==> src/rtl/tick_period_meter.sv <==
// Measures enabled cycles between consecutive 1-cycle ticks; result on a valid/ready register.
// Optional TICK_PERIOD_METER_MATCH_EN adds exp_i/match_o period comparison.
module tick_period_meter #(
  parameter int WIDTH = 8
) (
  input  logic             clk,
  input  logic             rst,
  input  logic             en,
  input  logic             clr,
  input  logic             tick_i,
  input  logic             ready_i,
`ifdef TICK_PERIOD_METER_MATCH_EN
  input  logic [WIDTH-1:0] exp_i,
  output logic             match_o,
`endif
  output logic [WIDTH-1:0] meas_o,
  output logic             ovf_o,
  output logic             valid_o,
  output logic             lost_o,
  output logic             busy_o
);

  typedef enum logic {
    IDLE = 1'b0,
    MEAS = 1'b1
  } state_t;

  localparam logic [WIDTH-1:0] MAX = '1;

  state_t           r_state;
  state_t           w_state_nxt;
  logic [WIDTH-1:0] r_cnt;
  logic             r_sat;
  logic [WIDTH-1:0] r_meas;
  logic             r_ovf;
  logic             r_valid;
  logic             r_lost;
  logic             w_tick;
  logic             w_load;
  logic             w_busy;

  assign w_tick = en & tick_i & ~clr;
  assign w_load = w_tick & (r_state == MEAS);

  always_ff @(posedge clk or posedge rst) begin
    if (rst) begin
      r_state <= IDLE;
    end else begin
      r_state <= w_state_nxt;
    end
  end

  always_comb begin
    w_state_nxt = r_state;
    if (clr) begin
      w_state_nxt = IDLE;
    end else begin
      unique case (r_state)
        IDLE: if (w_tick) w_state_nxt = MEAS;
        MEAS: w_state_nxt = MEAS;
        default: w_state_nxt = IDLE;
      endcase
    end
  end

  always_comb begin
    w_busy = (r_state == MEAS);
  end

  // Period counter; saturation is sticky until the closing tick.
  always_ff @(posedge clk or posedge rst) begin
    if (rst) begin
      r_cnt <= '0;
      r_sat <= 1'b0;
    end else if (clr) begin
      r_cnt <= '0;
      r_sat <= 1'b0;
    end else if (w_tick) begin
      r_cnt <= '0;
      r_sat <= 1'b0;
    end else if (en && r_state == MEAS) begin
      if (r_cnt == MAX) begin
        r_sat <= 1'b1;
      end else begin
        r_cnt <= r_cnt + 1'b1;
      end
    end
  end

  always_ff @(posedge clk or posedge rst) begin
    if (rst) begin
      r_meas <= '0;
      r_ovf  <= 1'b0;
    end else if (w_load) begin
      r_meas <= r_cnt;
      r_ovf  <= r_sat;
    end
  end

  always_ff @(posedge clk or posedge rst) begin
    if (rst) begin
      r_valid <= 1'b0;
      r_lost  <= 1'b0;
    end else begin
      r_lost <= w_load & r_valid & ~ready_i;
      if (clr) begin
        r_valid <= 1'b0;
      end else if (w_load) begin
        r_valid <= 1'b1;
      end else if (r_valid && ready_i) begin
        r_valid <= 1'b0;
      end
    end
  end

`ifdef TICK_PERIOD_METER_MATCH_EN
  logic r_match;

  always_ff @(posedge clk or posedge rst) begin
    if (rst) begin
      r_match <= 1'b0;
    end else if (clr) begin
      r_match <= 1'b0;
    end else if (w_load) begin
      r_match <= (r_cnt == exp_i) & ~r_sat;
    end
  end

  assign match_o = r_match;
`endif

  assign meas_o  = r_meas;
  assign ovf_o   = r_ovf;
  assign valid_o = r_valid;
  assign lost_o  = r_lost;
  assign busy_o  = w_busy;

endmodule
==> config.mk <==
export PLATFORM = sky130hd
export DESIGN_NAME = tick_period_meter
export DESIGN_NICKNAME = d
export VERILOG_FILES = /design/src/rtl/tick_period_meter.sv
export SDC_FILE = /design/constraint.sdc
export NUM_CORES = 1
export LEC_CHECK = 0
export CAP_MARGIN = 20
export CORE_UTILIZATION = 38
export CTS_BUF_LIST = sky130_fd_sc_hd__clkbuf_2 sky130_fd_sc_hd__clkbuf_4 sky130_fd_sc_hd__clkbuf_8
export DETAILED_ROUTE_END_ITERATION = 6
export DONT_BUFFER_PORTS = 1
export MAX_ROUTING_LAYER = met4
export PLACE_DENSITY_LB_ADDON = 0.05
export SETUP_SLACK_MARGIN = 0.4
export SKIP_LAST_GASP = 1
export SLEW_MARGIN = 10
export SYNTH_ARGS = -nofsm -noshare
export SYNTH_HDL_FRONTEND = slang
export SYNTH_SLANG_ARGS = --single-unit
export TNS_END_PERCENT = 20
==> constraint.sdc <==
create_clock -name clk -period 2.2 [get_ports clk]
set_input_delay 0.66 -clock clk [delete_from_list [all_inputs] [get_ports clk]]
set_output_delay 0.66 -clock clk [all_outputs]
set_load 0.02 [all_outputs]
==> out/qor.txt, run 1 <==
Top_reg_cell synth -> dfrtp_1
WP depth -> 0
Synth-to-layout area growth -> 2.22%
Most instantiated library cell after synthesis -> dfrtp_1
Seq pwr share -> 64.7%
Logic pwr share -> 4.0%
Main area contributors after synthesis -> dfrtp_1, mux2_2, nand2_1
CTS Root Cell -> clkbuf_4
Max-cap violation count -> 0
WHS -> 203 ps
Syn_area_per_cell -> 11.7 um2
Sw Share -> 24.5%
Share of layout cells above drive strength 1 -> 19.8%
Final Setup Violations -> 0
Initial detailed-routing violation count -> 8
CTS tree -> built
Register bit count reported by yosys -> 21
Nets@finish -> 94
Synth area leader -> dfrtp_1
Largest net degree at the start of global routing -> 14
Clock slew at reported path FFs -> 130 ps
CP arrival -> 980 ps
Max-slew headroom -> 66.9%
Postcts setup bufs -> 0
Hold Buf Count CTS -> 0
RSZ-0062 raised after global routing -> no
Switching power total -> 0.000151 W
Internal -> 0.000466 W
Worst hold path type -> in -> async
Final hold vios -> 0
Critical path type -> reg -> out
Mapped Area -> 1010 um2
Layout Cells excl Fill -> 116
GRT Total Usage -> 16.7%
Net count after synthesis -> 94
Share of the synthesized area in the top cell type -> 51.8%
Die Ht -> 53.7 um
Outcome -> complete, no violations
H-tree depth -> 1
Initial core utilization -> 40.6%
Routability cong. -> 0.729
Placed Cells -> 112
Num ports -> 18
Critical path data required time -> 1540 ps
CTS Buf Count -> 3
Crit Path Max Fanout -> 9
YS warnings -> 0
Min cycle time layout -> 1640 ps
Final worst-path cycle share -> 74.5%
Chip width -> 53.7 um
Sequential element share of the synthesized area -> 51.8%
Footprint of the multi-input gates -> 428 um2
CP startpoint kind -> flip-flop
Post-synth EDFFs -> 0
Clk_skew -> 3.57 ps
DRT antenna net count -> 0
Synthesized instance count -> 87
Worst Tran Pin Value -> 497 ps
Ant diodes -> 0
Post_cts resized -> 0
Post-synth ARST share -> 100%
Max Root-Sink Buffers -> 2
Worst ir drop on vdd -> 0.274 mV
Antenna violations before repair -> 0
FILL cells -> 244
Routed wire per std cell -> 16.5 um
Routed WL -> 1920 um
# rows -> 18
Clock sink count -> 21
Synth top cells by count -> dfrtp_1, mux2_2, nand2_1, a21oi_1, o21ai_0
Remaining Overflow, GRT -> 0
DPL Wire Length -> 1410 um
Global-route wire length before repair -> 3240 um
Static leakage -> 0.458 nW
Post-synth cell types -> 30
Clock Latency Late Sink -> 310 ps
DRC Markers -> 0
CP Capture Type -> output port
Die area -> 2880 um2
Drt pass-1 iters -> 3
Clock power share -> 31.3%
Vias in the first global route -> 672
Power Dens Cells -> 595 nW/um2
Port bufs -> 0
Core area -> 2500 um2
Number of cells on the worst reg-to-reg path -> 4
Final max-slew violation count -> 0
Final setup TNS -> 0 ps
Max Freq -> 0.610 GHz
Via count -> 672
Via-per-instance ratio -> 5.79
Reg area -> 526 um2
## layer usage
layer | global-route usage, % | wire length, um | vias to the layer above
li1 | - | - | 322
met1 | 19.2 | 916 | 334
met2 | 28.0 | 924 | 12
met3 | 2.82 | 49 | 4
met4 | 7.89 | 27 | 0
met5 | - | 0 | -
## cell families (layout without fill, tap and decap cells)
family	Yosys count	count (layout)	share of synthesized area [%]
adder cells (fa/ha/maj)	1	1	1.23
multiplexers	9	9	9.74
AND/OR/NAND/NOR	25	25	15.2
flip-flops	21	21	51.8
AO/OA/AOI/OAI	22	22	16.0
buffers and inverters	9	8	6.04
## placed cells by master, fill, tap and decap left out, drive strengths merged, types with 3 or more instances in the layout
master,netlist,routed
a21oi,5,5
a31oi,3,3
nand2,7,7
o21ai,4,4
dfrtp,21,21
a211oi,4,4
mux2,7,7
nor2,3,3
clkbuf,0,3
inv,3,3
## power by group through the flow
stage                     clock network, W  registers, W   logic, W
after floorplan                          0      0.000403  0.0000265
after global placement                   0      0.000407  0.0000253
after detailed placement                 0      0.000407  0.0000255
after CTS                         0.000197      0.000400  0.0000255
after global routing              0.000211      0.000400  0.0000283
final                             0.000193      0.000400  0.0000245
## through the flow
step / instance area, um2 / setup slack (ps) / total power [W] / util [%]
final: 1040 / 560 / 0.000617 / 41.5
after global routing: 1040 / 474 / 0.000639 / 41.5
after global placement: 1010 / 646 / 0.000432 / 40.4
after floorplan: 1010 / 640 / 0.000430 / -
after CTS: 1040 / 544 / 0.000622 / 41.5
after detailed placement: 1010 / 594 / 0.000433 / 40.4
## flip-flops by register name, summed over array words and instances (netlist names)
name,count
valid_o,1
busy_o,1
lost_o,1
r_sat,1
meas_o,8
ovf_o,1
r_cnt,8
## final timing paths
kind,start,to,slack [ps]
worst max register to register,r_cnt[0]$_DFFE_PP0P_,r_cnt[4]$_DFFE_PP0P_,570
max in group asynchronous,rst,meas_o[1]$_DFFE_PP0P_,1500
worst min register to register,r_sat$_DFFE_PP0P_,r_sat$_DFFE_PP0P_,520
worst max-delay path,busy_o$_DFF_PP0_,busy_o,560
worst min-delay path,rst,meas_o[5]$_DFFE_PP0P_,200
min in group clk,clr,busy_o$_DFF_PP0_,400
## cell type report
class | instances | area share, %
multi-input cells | 57 | 41.3
flip-flops and latches | 21 | 50.7
clock buffers | 3 | 2.17
well taps | 30 | 3.62
repair buffers | 1 | 0.724
clock inverters | 1 | 0.483
inverters | 3 | 1.09
(Power assumes the default switching activity.)
==> inputs of run 2 (changes only) <==
==> constraint.sdc (replaced) <==
create_clock -name clk -period 1.5 [get_ports clk]
set_input_delay 0.45 -clock clk [delete_from_list [all_inputs] [get_ports clk]]
set_output_delay 0.45 -clock clk [all_outputs]
set_load 0.02 [all_outputs]
==> run 2 against run 1 <==
- hold slack lost 13 ps
- clock-buffer cell count did not move
- first-iteration DRC count is 13% higher
- flip-flop and latch count is the same
- non-clock buffer count rose by 10
- die area unchanged
- utilization grew 5.9 points
- clock power is 40% higher
- total power is 48% higher
- worst setup slack got worse by 400 ps
- via count is 8.2% higher
- sequential power up 45%
- highest routed layer unchanged
==> out/qor.txt, run 2 (synthesis gave the netlist of run 1 again) <==
Routed wire per std cell -> 15.9 um (was 16.5 um)
CTS tree -> built (unchanged)
Drt pass-1 iters -> 4 (was 3)
Port bufs -> 0 (unchanged)
Initial core utilization -> 40.6% (unchanged)
Most frequent cells in the layout -> dfrtp_1, buf_4, nand2_1, mux2_2, a21oi_1 (was dfrtp_1, nand2_1, mux2_2, a21oi_1, o21ai_0)
Via-per-instance ratio -> 5.77 (was 5.79)
Min cycle time layout -> 1340 ps
Slowest CP cell -> dfrtp_2
Clock sink count -> 21 (unchanged)
DRT antenna net count -> 0 (unchanged)
Worst hold path type -> in -> reg (was in -> async)
Final setup TNS -> 0 ps (unchanged)
FF-to-FF End -> r_cnt[7]$_DFFE_PP0P_ (was r_cnt[4]$_DFFE_PP0P_)
Max Root-Sink Buffers -> 2 (unchanged)
DP Area -> 1070 um2 (was 1010 um2)
DPL Wire Length -> 1390 um (was 1410 um)
Most common cell after layout, fill and taps aside -> dfrtp_1 (unchanged)
Clock Latency Late Sink -> 300 ps (was 310 ps)
Outcome -> complete, no violations (unchanged)
Crit-path max cell delay -> 450 ps
Num ports -> 18 (unchanged)
CP Buf/Inv Count -> 1
DRC Markers -> 0 (unchanged)
Clock slew at reported path FFs -> 120 ps (was 130 ps)
Sw Share -> 23.4% (was 24.5%)
Static leakage -> 0.511 nW (was 0.458 nW)
Routed WL -> 2000 um (was 1920 um)
CP arrival -> 890 ps (was 980 ps)
Share of layout cells above drive strength 1 -> 34.4% (was 19.8%)
Number of cells on the worst reg-to-reg path -> 4 (unchanged)
Power Dens Cells -> 771 nW/um2 (was 595 nW/um2)
Global-route wire length before repair -> 3450 um (was 3240 um)
Met2 usage in global routing -> 28.2% (was 28.0%)
Seq pwr share -> 63.6% (was 64.7%)
CP startpoint kind -> flip-flop (unchanged)
# rows -> 18 (unchanged)
Die Ht -> 53.7 um (unchanged)
GRT Total Usage -> 17.7% (was 16.7%)
Critical Path End -> busy_o (unchanged)
Clock power share -> 29.6% (was 31.3%)
Via count -> 727 (was 672)
Delay-heaviest family, CP -> flip-flops
Ant diodes -> 0 (unchanged)
FILL cells -> 231 (was 244)
RSZ-0062 raised after global routing -> yes (was no)
Internal -> 0.000699 W (was 0.000466 W)
Final Setup Violations -> 0 (unchanged)
Most used routing layer -> met2 (unchanged)
CTS Root Cell -> clkbuf_4 (unchanged)
Clk_skew -> 2.66 ps (was 3.57 ps)
CP Capture Type -> output port (unchanged)
H-tree depth -> 1 (unchanged)
Met3 usage -> 3.11% (was 2.82%)
WP depth -> 1 (was 0)
Max-cap violation count -> 0 (unchanged)
Crit Path Max Fanout -> 4 (was 9)
Core area -> 2500 um2 (unchanged)
Final max-slew violation count -> 0 (unchanged)
Routing usage on met1 -> 21.3% (was 19.2%)
Antenna violations before repair -> 0 (unchanged)
Critical path origin -> busy_o$_DFF_PP0_ (unchanged)
Final worst-path cycle share -> 89.5%
Switching power total -> 0.000214 W (was 0.000151 W)
Remaining Overflow, GRT -> 0 (unchanged)
Worst ir drop on vdd -> 0.410 mV (was 0.274 mV)
Largest net degree at the start of global routing -> 14 (unchanged)
Flop2flop setup slack -> 200 ps (was 570 ps)
Post-route cell area -> 1180 um2 (was 1040 um2)
Max Freq -> 0.745 GHz
Worst Tran Pin Value -> 383 ps (was 497 ps)
Final hold vios -> 0 (unchanged)
Vias in the first global route -> 717 (was 672)
Nets@finish -> 104 (was 94)
Critical path type -> reg -> out (unchanged)
Worst-path cell chain -> buf_6
Synth-to-layout area growth -> 16.6% (was 2.22%)
Routability cong. -> 0.799 (was 0.729)
Logic pwr share -> 6.8% (was 4.0%)
Initial detailed-routing violation count -> 9 (was 8)
FF-to-FF Start -> r_cnt[0]$_DFFE_PP0P_ (unchanged)
CTS Buf Count -> 3 (unchanged)
Max-slew headroom -> 74.5% (was 66.9%)
Chip width -> 53.7 um (unchanged)
Die area -> 2880 um2 (unchanged)
Critical path data required time -> 1050 ps (was 1540 ps)
[run 2: cell count changes in the layout (fill, tap and decap cells not counted), sizes merged]
cell,change
buf,+9
dlygate4sd3,+1
[run 2: what timing repair did]
item                       CTS  global route
buffers inserted             4             1
setup endpoints to repair   30            31
resized for setup            8             3
hold endpoints to repair     3             0
hold buffers                 1             0
pin swaps                    2             4
[run 2: metal layers]
layer,up-vias,part of all wire (%)
met2,18,48
met4,0,1.9
met5,-,0
met1,362,46
li1,343,-
met3,4,4.1
[run 2: worst min path at each step]
stage | to | start | slack (ps) | cells past startpoint
floorplan | busy_o$_DFF_PP0_ | rst | 430 | 1
global route | busy_o$_DFF_PP0_ | clr | 160 | 1
global placement | meas_o[7]$_DFFE_PP0P_ | rst | 330 | 1
detailed placement | meas_o[7]$_DFFE_PP0P_ | rst | 340 | 1
CTS | busy_o$_DFF_PP0_ | clr | 170 | 1
finish | busy_o$_DFF_PP0_ | clr | 190 | 1
[run 2: through the flow]
| step | hold WS [ps] | instances | total power [W] | worst slack [ps] | utilization (%) |
|---|---|---|---|---|---|
| 3_3_place_gp | 332 | 116 | 0.000642 | 91.2 | 42.8 |
| 6_report | 189 | 126 | 0.000912 | 157 | 47.3 |
| 3_5_place_dp | 336 | 116 | 0.000643 | 22.3 | 42.8 |
| 4_1_cts | 174 | 125 | 0.000929 | 143 | 46.6 |
| 2_1_floorplan | 427 | 87 | 0.000631 | 147 | - |
| 5_1_grt | 163 | 126 | 0.000958 | 117 | 47.3 |
[run 2: area by class of cell]
cell class / count / area (um2) / area share (%)
repair buffers: 11 / 101 / 8.56
well taps: 30 / 37.5 / 3.17
clock inverters: 1 / 5.00 / 0.423
multi-input cells: 57 / 478 / 40.4
inverters: 3 / 11.3 / 0.951
flip-flops and latches: 21 / 528 / 44.6
clock buffers: 3 / 22.5 / 1.90
[run 2: power groups by stage]
stage          sequential, W  combinational [W]  clock [W]
5_1_grt             0.000581          0.0000693   0.000308
6_report            0.000580          0.0000617   0.000270
4_1_cts             0.000580          0.0000627   0.000286
3_3_place_gp        0.000592          0.0000498          0
3_5_place_dp        0.000592          0.0000503          0
2_1_floorplan       0.000591          0.0000396          0
